[src/rtl/iact_sched_pkg.sv]
// iact_sched_pkg: shared types, defaults and round-robin pointer helper for the iact scheduler
package iact_sched_pkg;
  localparam int I_COUNT_DEF = 3;
  localparam int BURST_W_DEF = 8;
  localparam int TMO_W_DEF = 4;
  localparam int SEL_W_DEF = $clog2(I_COUNT_DEF);
  typedef enum logic {IDLE, GRANT} state_t;
  typedef logic [SEL_W_DEF-1:0] sel_t;
  function automatic int next_rr(input int ptr, input int n = I_COUNT_DEF);
    return (ptr + 1 >= n) ? 0 : ptr + 1;
  endfunction
endpackage

[src/rtl/iact_mux_scheduler_rr_arbiter.sv]
// rr_arbiter: combinational round-robin pick, first set request scanning upward from ptr with wrap
module rr_arbiter #(
  parameter int N = 3,
  parameter int SW = 2
) (
  input  logic [N-1:0]  req,
  input  logic [SW-1:0] ptr,
  output logic [SW-1:0] winner,
  output logic          any
);
  // scan offsets from farthest to nearest so the closest requester to ptr wins
  always_comb begin
    winner = '0;
    any = |req;
    for (int i = N - 1; i >= 0; i--)
      if (req[(int'(ptr) + i) % N]) winner = SW'((int'(ptr) + i) % N);
  end
endmodule

[src/rtl/iact_mux_scheduler.sv]
// iact_mux_scheduler: round-robin burst scheduler driving the iact mux select (optional stall timeout: IACT_SCHED_TIMEOUT_EN)
module iact_mux_scheduler
  import iact_sched_pkg::*;
#(
  parameter int I_COUNT = I_COUNT_DEF,
  parameter int BURST_W = BURST_W_DEF,
  parameter int TMO_W = TMO_W_DEF,
  localparam int SEL_W = $clog2(I_COUNT)
) (
  input  logic               clk_i,
  input  logic               rst_ni,
  input  logic               enable_i,
  input  logic [BURST_W-1:0] burst_len_i,
  input  logic [I_COUNT-1:0] valid_i,
  input  logic               ready_i,
  output logic [SEL_W-1:0]   sel_o,
  output logic               sel_valid_o,
  output logic [BURST_W-1:0] beat_cnt_o,
  output logic               burst_done_o
);
  state_t state_q, state_d;
  logic [SEL_W-1:0] sel_q, sel_d, rr_ptr_q, rr_ptr_d, arb_ptr, win, nxt;
  logic [BURST_W-1:0] len_q, len_d, cnt_q, cnt_d, len_eff;
  logic done_q, done_d, beat, last, end_burst, any;
`ifdef IACT_SCHED_TIMEOUT_EN
  logic [TMO_W-1:0] tmo_q, tmo_d;
  logic tmo_end;
  assign tmo_end = (state_q == GRANT) && !valid_i[sel_q] && (tmo_q == TMO_W'((1 << TMO_W) - 2));
`endif
  assign beat = (state_q == GRANT) && valid_i[sel_q] && ready_i;
  assign last = beat && (cnt_q + 1'b1 == len_q);
`ifdef IACT_SCHED_TIMEOUT_EN
  assign end_burst = last || tmo_end;
`else
  assign end_burst = last;
`endif
  assign nxt = SEL_W'(next_rr(int'(sel_q), I_COUNT));
  assign arb_ptr = end_burst ? nxt : rr_ptr_q;
  assign len_eff = (burst_len_i == '0) ? BURST_W'(1) : burst_len_i;
  rr_arbiter #(.N(I_COUNT), .SW(SEL_W)) u_arb (
    .req(valid_i),
    .ptr(arb_ptr),
    .winner(win),
    .any(any)
  );
  // state, grant and counters register
  always_ff @(posedge clk_i or negedge rst_ni) begin
    if (!rst_ni) begin
      state_q <= IDLE;
      sel_q <= '0;
      rr_ptr_q <= '0;
      len_q <= BURST_W'(1);
      cnt_q <= '0;
      done_q <= 1'b0;
`ifdef IACT_SCHED_TIMEOUT_EN
      tmo_q <= '0;
`endif
    end else begin
      state_q <= state_d;
      sel_q <= sel_d;
      rr_ptr_q <= rr_ptr_d;
      len_q <= len_d;
      cnt_q <= cnt_d;
      done_q <= done_d;
`ifdef IACT_SCHED_TIMEOUT_EN
      tmo_q <= tmo_d;
`endif
    end
  end
  // next-state: grant on request, count beats, re-arbitrate back-to-back at burst end
  always_comb begin
    state_d = state_q;
    sel_d = sel_q;
    rr_ptr_d = rr_ptr_q;
    len_d = len_q;
    cnt_d = cnt_q;
    done_d = 1'b0;
`ifdef IACT_SCHED_TIMEOUT_EN
    tmo_d = (state_q == GRANT && !valid_i[sel_q]) ? tmo_q + 1'b1 : '0;
`endif
    if (state_q == IDLE) begin
      if (enable_i && any) begin
        state_d = GRANT;
        sel_d = win;
        len_d = len_eff;
        cnt_d = '0;
`ifdef IACT_SCHED_TIMEOUT_EN
        tmo_d = '0;
`endif
      end
    end else begin
      if (beat) cnt_d = cnt_q + 1'b1;
      if (end_burst) begin
        rr_ptr_d = nxt;
        done_d = 1'b1;
`ifdef IACT_SCHED_TIMEOUT_EN
        tmo_d = '0;
`endif
        if (enable_i && any) begin
          sel_d = win;
          len_d = len_eff;
          cnt_d = '0;
        end else begin
          state_d = IDLE;
        end
      end
    end
  end
  assign sel_o = sel_q;
  assign sel_valid_o = (state_q == GRANT);
  assign beat_cnt_o = cnt_q;
  assign burst_done_o = done_q;
endmodule

[config.mk]
export PLATFORM = sky130hd
export DESIGN_NAME = iact_mux_scheduler
export DESIGN_NICKNAME = d
export VERILOG_FILES = /design/src/rtl/iact_sched_pkg.sv /design/src/rtl/iact_mux_scheduler_rr_arbiter.sv /design/src/rtl/iact_mux_scheduler.sv
export SDC_FILE = /design/constraint.sdc
export NUM_CORES = 1
export LEC_CHECK = 0
export ABC_AREA = 1
export CORE_UTILIZATION = 43
export CTS_BUF_LIST = sky130_fd_sc_hd__clkbuf_2 sky130_fd_sc_hd__clkbuf_4 sky130_fd_sc_hd__clkbuf_8
export DETAILED_ROUTE_END_ITERATION = 10
export GPL_ROUTABILITY_DRIVEN = 1
export PLACE_DENSITY = 0.69
export SYNTH_ARGS = -nofsm -noshare
export SYNTH_HDL_FRONTEND = slang
export SYNTH_SLANG_ARGS = --single-unit
[constraint.sdc]
create_clock -name clk_i -period 3.1 [get_ports clk_i]
set_input_delay 0.62 -clock clk_i [delete_from_list [all_inputs] [get_ports clk_i]]
set_output_delay 0.62 -clock clk_i [all_outputs]
set_load 0.02 [all_outputs]
Word-level counts from Yosys, hierarchy flattened. Cells that the tools add are included.

Add/sub/neg operators: 4. Div/mod/pow operators: 3. Magnitude comparators: 5. Equal/unequal tests: 2. Mux-type cells: 33. Reduce and logical (&&, ||, !) cells: 7.

Operators with widths (number): $lt 32x4->1 const B (3); $mux 8 (9); $mod 32x3->32 const B (2); $mod 3x3->32 const B (1); $mux 2 (8); $mux 1 (12); $add 8x1->8 const B (1); $bmux 1 s2 (4); $eq 8x8->1 (1); $logic_not 8->1 (1); $add 2x1->3 const B (2); $logic_and 1x1->1 (4); $add 2x2->3 const B (1); $ge 3x2->1 const B (1); $lt 2x3->1 const B (1); $reduce_or 3->1 (1); $ne 2x1->1 const B (1); $reduce_bool 2->1 (1).

Register bits: 22.

Longest topological paths before layout.
Depth in word-level cells: 17. Mapped depth: 22. Mapped depth without buffers: 22.

Cells and area by module. From an unflattened synthesis, not the netlist that was laid out.

Cell total of the unflattened synthesis: 233. Area, all modules: 1547.7 sq um.

Modules (own cells, without submodules): iact_mux_scheduler (instances 1, cells each 198, area an instance 1362.6 sq um, sequential area each 551.8 sq um); rr_arbiter (instances 1, cells each 35, area an instance 185.2 sq um, sequential area each 0.0 sq um).

Least setup slack after synthesis. Ideal clock, no wire load.

Path kind: reg2reg. Start point: register cnt_q[1] (netlist: beat_cnt_o[1]). End point: register sel_q[0] (netlist: sel_o[0]). Setup time: 117 ps. Arrival: 2630 ps. Required time: 2983 ps. Path slack: 352 ps. Stages on the path, launching flop included: 19. Buffers on the path: 0. Period minus slack after synthesis: 2748 ps. Path through: dfrtp_1 ha_1 nand3_2 o21ai_1 nand2_1 nand2_1 nand2_2 nor2_4 nand4_1 nand2_2 inv_1 ha_1 nor2_1 a21oi_1 a21o_1 a21oi_1 o21ai_1 nand3_1 nand2_1.

Word-level cells in the longest chain between the ends: 15.

Ends and longest elaborated chain: start, declared (RTL line iact_mux_scheduler.sv:23) `logic [BURST_W-1:0] len_q, len_d, cnt_q, cnt_d, len_eff;`; start signal, assigned (RTL line iact_mux_scheduler.sv:63) `cnt_q <= cnt_d;`; $add 8x1->8 (*) (RTL line iact_mux_scheduler.sv:31) `assign last = beat && (cnt_q + 1'b1 == len_q);`; $eq 8x8->1 (*) (RTL line iact_mux_scheduler.sv:31); $logic_and 1x1->1 (*) (RTL line iact_mux_scheduler.sv:31); $mux 2 (*); net arb_ptr[1] (RTL line iact_mux_scheduler.sv:22) `logic [SEL_W-1:0] sel_q, sel_d, rr_ptr_q, rr_ptr_d, arb_ptr, win, nxt;`; $add 2x2->3 (RTL line iact_mux_scheduler_rr_arbiter.sv:16) `if (req[(int'(ptr) + i) % N]) winner = SW'((int'(ptr) + i) % N);`; $mod 32x3->32 (RTL line iact_mux_scheduler_rr_arbiter.sv:16); $bmux 1 s2 (RTL line iact_mux_scheduler_rr_arbiter.sv:16); $mux 1 (not written as such) (2 in series) (RTL line iact_mux_scheduler_rr_arbiter.sv:16); $mux 2 (2 in series) (RTL line iact_mux_scheduler_rr_arbiter.sv:16); $mux 2 (*) (RTL line iact_mux_scheduler_rr_arbiter.sv:16); $mux 2 (*) (RTL line iact_mux_scheduler.sv:82, iact_mux_scheduler.sv:99); $mux 2 (RTL line iact_mux_scheduler.sv:93) `if (end_burst) begin`; $mux 2 (*) (RTL line iact_mux_scheduler.sv:81) `if (state_q == IDLE) begin`; end signal, assigned (RTL line iact_mux_scheduler.sv:60) `sel_q <= sel_d;`; end, declared (RTL line iact_mux_scheduler.sv:22).

Mark *: on every way through the listed nets, which the timed path passes. The rest lies on a longest branch. The select of a mux whose other input is x is not followed. A chain may end at the register's enable or synchronous reset.

Final worst setup path.
Start point: input port valid_i[2]. End point: register sel_q[0] (netlist: sel_o[0]).

Word-level cells in the longest chain between the ends: 17.

Ends and longest elaborated chain: start, declared (RTL line iact_mux_scheduler.sv:14) `input logic [I_COUNT-1:0] valid_i,`; $bmux 1 s2 (*) (RTL line iact_mux_scheduler.sv:30) `assign beat = (state_q == GRANT) && valid_i[sel_q] && ready_i;`; $mux 1 (not written as such) (*) (RTL line iact_mux_scheduler.sv:30); $logic_and 1x1->1 (*) (2 in series) (RTL line iact_mux_scheduler.sv:30); $logic_and 1x1->1 (*) (RTL line iact_mux_scheduler.sv:31); $mux 2 (*); net arb_ptr[1] (RTL line iact_mux_scheduler.sv:22); $add 2x2->3 (RTL line iact_mux_scheduler_rr_arbiter.sv:16); $mod 32x3->32 (RTL line iact_mux_scheduler_rr_arbiter.sv:16); $bmux 1 s2 (RTL line iact_mux_scheduler_rr_arbiter.sv:16); $mux 1 (not written as such) (2 in series) (RTL line iact_mux_scheduler_rr_arbiter.sv:16); $mux 2 (2 in series) (RTL line iact_mux_scheduler_rr_arbiter.sv:16); $mux 2 (*) (RTL line iact_mux_scheduler_rr_arbiter.sv:16); $mux 2 (*) (RTL line iact_mux_scheduler.sv:82, iact_mux_scheduler.sv:99); $mux 2 (RTL line iact_mux_scheduler.sv:93); $mux 2 (*) (RTL line iact_mux_scheduler.sv:81).

Marked as above.

==> summary.md <==
| Metric | Value |
|---|---|
| Outcome | `complete, no violations` |
| Synth-to-Final Area Change | `26.97%` |
| Number of ports placed on the die boundary | `27` |
| Clock group share of total power | `0.123` |
| Starting density of the core | `0.4460` |
| Antenna Violating Nets Remaining | `0` |
| Initial detailed-routing violation count | `about 100` |
| Count of flip-flops with a built-in enable after synthesis | `0` |
| Hold Slack | `just over 0.5 ns` |
| Worst path buffer plus inverter count | `3` |
| Filler cell count | `between 300 and 400` |
| Switching portion of total power | `0.4665` |
| Non-filler instance count after layout | `between 300 and 400` |
| Largest delay share family, worst path | `simple AND/OR/NAND/NOR gates` |
| Clock latency reported for the late side of the worst-skew pair | `~0.27 ns` |
| CP max stage delay | `about 0.47 ns` |
| Gp weighted congestion | `approximately 0.94` |
| DRC violation count after routing | `0` |
| Skew final | `roughly 0.0029 ns` |
| Max capacitance violation total | `0` |
| CP Launch Type | `primary input` |
| Placed wire-length estimate after detailed placement | `around 2900 microns` |
| Num Clock Sinks | `22` |
| F_max | `between 300 and 400 MHz` |
| Share of power burned in registers | `0.297` |
| Clock buffer count from CTS | `3` |
| Hold Crit Class | `reg -> reg` |
| Overall via count from detail_route | `around 1600` |
| Hold Fails Final Rpt | `0` |
| Share of flip-flops with an asynchronous set or reset after synthesis | `1.000` |
| Number of warnings printed during yosys synthesis | `0` |
| Standard cell with the maximum stage delay on the critical path | `sky130_fd_sc_hd__clkdlybuf4s50_1` |
| Crit path arrival time | `roughly 3.0 ns` |
| Worst Reg-to-Reg Cells | `21` |
| TritonCTS clock tree | `yes` |
| Leading post-synthesis cells by cell area | `sky130_fd_sc_hd__dfrtp_1 32%, sky130_fd_sc_hd__nand2_1 15%, sky130_fd_sc_hd__inv_1 8.5%` |
| Most prevalent standard cell on the critical path | `sky130_fd_sc_hd__nand2_1` |
| Share of the synthesized area in the top cell type | `0.3218` |
| Post-synth top cells | `64 x sky130_fd_sc_hd__nand2_1, 37 x sky130_fd_sc_hd__inv_1, 21 x sky130_fd_sc_hd__dfrtp_1, 20 x sky130_fd_sc_hd__nand3_1, 19 x sky130_fd_sc_hd__nor2_1` |
| Critical path fanouts, max | `5` |
| Setup CP Type | `in -> reg` |
| Clock Path Buffers | `2` |
| Wire length reported by the detailed router | `around 3800 microns` |
| Crit path cell chain | `clkdlybuf4s50_1 > inv_1 > nand2_1 > nand3_1 > nand2_2 > nand2_4 > nor2_1 > nand2_1 > nor2_4 > nand4_1 > nand2_2 > inv_1 > ha_4 > nor2_1 > a21oi_1 > a21o_1 > a21oi_1 > o21ai_1 > nand3_1 > nand2_1` |
| Clock-pin slew of the registers on the worst-case setup and hold paths | `approximately 0.08 ns` |
| Transition at the pin with the smallest max-transition slack | `between 0.4 and 0.5 ns` |
| Pwr per Cell Area | `roughly 840 nW/um^2` |
| Post-synthesis cell count | `~240` |
| Logic gate share of total power | `0.580` |
| Required time worst endpoint | `3.27 ns` |
| Final max-slew violation count | `0` |
| Antenna violations before repair | `0` |
| Total Negative Setup Slacks | `0 ns` |
| Total power | `approximately 1.7 mW` |
| Vias in the first global route | `~1500` |
| Final antenna diode count | `0` |
| RSZ-0062 raised after global routing | `no` |
| Die height | `roughly 64 microns` |
| Global-route wire length before repair | `approximately 6500 microns` |
| Netlist area before placement | `about 1600 sq um` |
| Overflow left after global routing | `0` |
| Cell type with the highest aggregate area in the netlist | `sky130_fd_sc_hd__dfrtp_1` |
| Fraction of final layout cells with drive strength greater than 1 | `0.1625` |
| Logic depth of the worst setup path including buffers | `20` |
| Number of different library cells in the post-synthesis netlist | `34` |
| Final nets | `296` |
| Dominant register cell in the synthesized netlist | `sky130_fd_sc_hd__dfrtp_1` |
| Global Route Usage Sum | `0.2091` |
| Number of vias per cell after detailed routing | `~4.9` |
| Maximum vdd ir drop | `between 0.4 and 0.5 mV` |
| Inst Count DP | `between 300 and 400` |
| Min-Delay Path Depth | `2` |
| Synthesized flop and latch total | `22` |
| Number of placement rows | `22` |
| Kind of end point of the critical path | `register` |
| Largest net degree at the start of global routing | `23` |
| Sequential area share after synthesis | `0.3379` |
| Share of the clock period used by the worst path | `0.8996` |
| Horiz. Die Dim | `roughly 64 microns` |
| Final-report setup violation count | `0` |
| Post-CTS setup repair buffer count | `0` |
| Routed len/inst | `roughly 12 microns` |
| Post-synthesis area per instance | `6.775 sq um` |
| Synthesized netlist net count | `approximately 260` |
| Switching power | `0.8119 mW` |
| Most common cell in the synthesized netlist | `sky130_fd_sc_hd__nand2_1` |
| Final core utilization | `0.5663` |
| Final worst path period need | `approximately 2.8 ns` |
| Clock root buffer | `sky130_fd_sc_hd__clkbuf_8` |
| Port-buffer cells | `26` |
| Static leakage | `~1.1 nW` |
| Core area | `3661 sq um` |
| H-tree depth | `1` |
| Internal Pwr Total | `~0.93 mW` |
| Relative slew slack | `0.7253` |
| Detailed Routing Iterations Pass 1 | `4` |
| Total die area | `roughly 4000 sq um` |
==> power groups by stage <==
stage | registers (mW) | logic [mW] | clock network [mW]
after floorplan | 0.553 | 0.674 | 0
after global placement | 0.514 | 0.988 | 0
after detailed placement | 0.521 | 1.00 | 0
after CTS | 0.516 | 1.00 | 0.227
after global routing | 0.534 | 1.14 | 0.230
final | 0.517 | 1.01 | 0.214
==> worst paths after layout <==
kind	endpoint	slack (ns)	startpoint
worst min-delay path	len_q[0]	0.51	len_q[0]
worst min register to register	len_q[0]	0.51	len_q[0]
worst max-delay path	sel_o[0]	0.31	valid_i[2]
min in group asynchronous	beat_cnt_o[4]	0.70	rst_ni
worst max register to register	sel_o[0]	0.38	beat_cnt_o[0]
max in group asynchronous	len_q[0]	2.12	rst_ni
==> repair_timing <==
item,CTS,global route
hold buffers,0,0
setup endpoints to repair,0,2
resized for setup,0,2
==> stage by stage <==
step | area [sq um] | setup slack (ns)
after floorplan | 1633 | 0.3524
after global placement | 2001 | 0.04491
after detailed placement | 2001 | 0.00007239
after CTS | 2056 | 0.2672
after global routing | 2073 | 0.05013
final | 2073 | 0.3114
==> flip-flops by register name, indices dropped and copies added, names as in the netlist <==
register and flops:
len_q 8, sel_o 2, rr_ptr_q 2, burst_done_o 1
sel_valid_o 1, beat_cnt_o 8
==> worst min-delay path: stages, from the launching register on <==
cell and delay, ns:
sky130_fd_sc_hd__dfstp_2 0.39, sky130_fd_sc_hd__nand2_1 0.06, sky130_fd_sc_hd__o21ai_1 0.06
==> routing by layer <==
metal | up-vias | routed length [microns] | GRT usage | share of wire
met3 | 5 | 76 | 0.02174 | 0.020
met2 | 21 | 1810 | 0.3564 | 0.48
met5 | - | 0 | 0 | 0
li1 | 837 | - | - | -
met1 | 738 | 1815 | 0.2665 | 0.48
met4 | 0 | 68 | 0.08523 | 0.018
==> kinds of logic after synthesis <==
group	count (synthesis)	synth area share
compound gates	36	0.1287
buf+inv	46	0.1157
simple gates	132	0.3839
flops	22	0.3379
xor+xnor	2	0.01073
fa+ha+maj	3	0.02299
==> area by class of cell <==
| cell class | instances | area, sq um | share of cell area |
|---|---|---|---|
| multi-input combinational | 173 | 909.6 | 0.4387 |
| sequential | 22 | 551.8 | 0.2661 |
| timing repair buffer | 37 | 342.8 | 0.1654 |
| inverter | 41 | 153.9 | 0.07423 |
| tap | 48 | 60.06 | 0.02897 |
| clock buffer | 4 | 55.05 | 0.02655 |
==> placed cells by master (no fill, tap or decap), types with 4 or more instances in the layout <==
cell                              netlist  routed
sky130_fd_sc_hd__nand2_1               64      64
sky130_fd_sc_hd__inv_1                 37      37
sky130_fd_sc_hd__clkdlybuf4s50_1        0      26
sky130_fd_sc_hd__dfrtp_1               21      21
sky130_fd_sc_hd__nand3_1               20      20
sky130_fd_sc_hd__nor2_1                19      19
sky130_fd_sc_hd__o21ai_0               12      12
sky130_fd_sc_hd__nand2_2               11      11
sky130_fd_sc_hd__buf_4                  2      11
sky130_fd_sc_hd__a21oi_1                8       8
sky130_fd_sc_hd__o21ai_1                7       7
sky130_fd_sc_hd__inv_2                  4       4
sky130_fd_sc_hd__nand4_1                4       4
sky130_fd_sc_hd__clkbuf_8               0       4
Note: power is estimated with default switching activity, not from simulation.
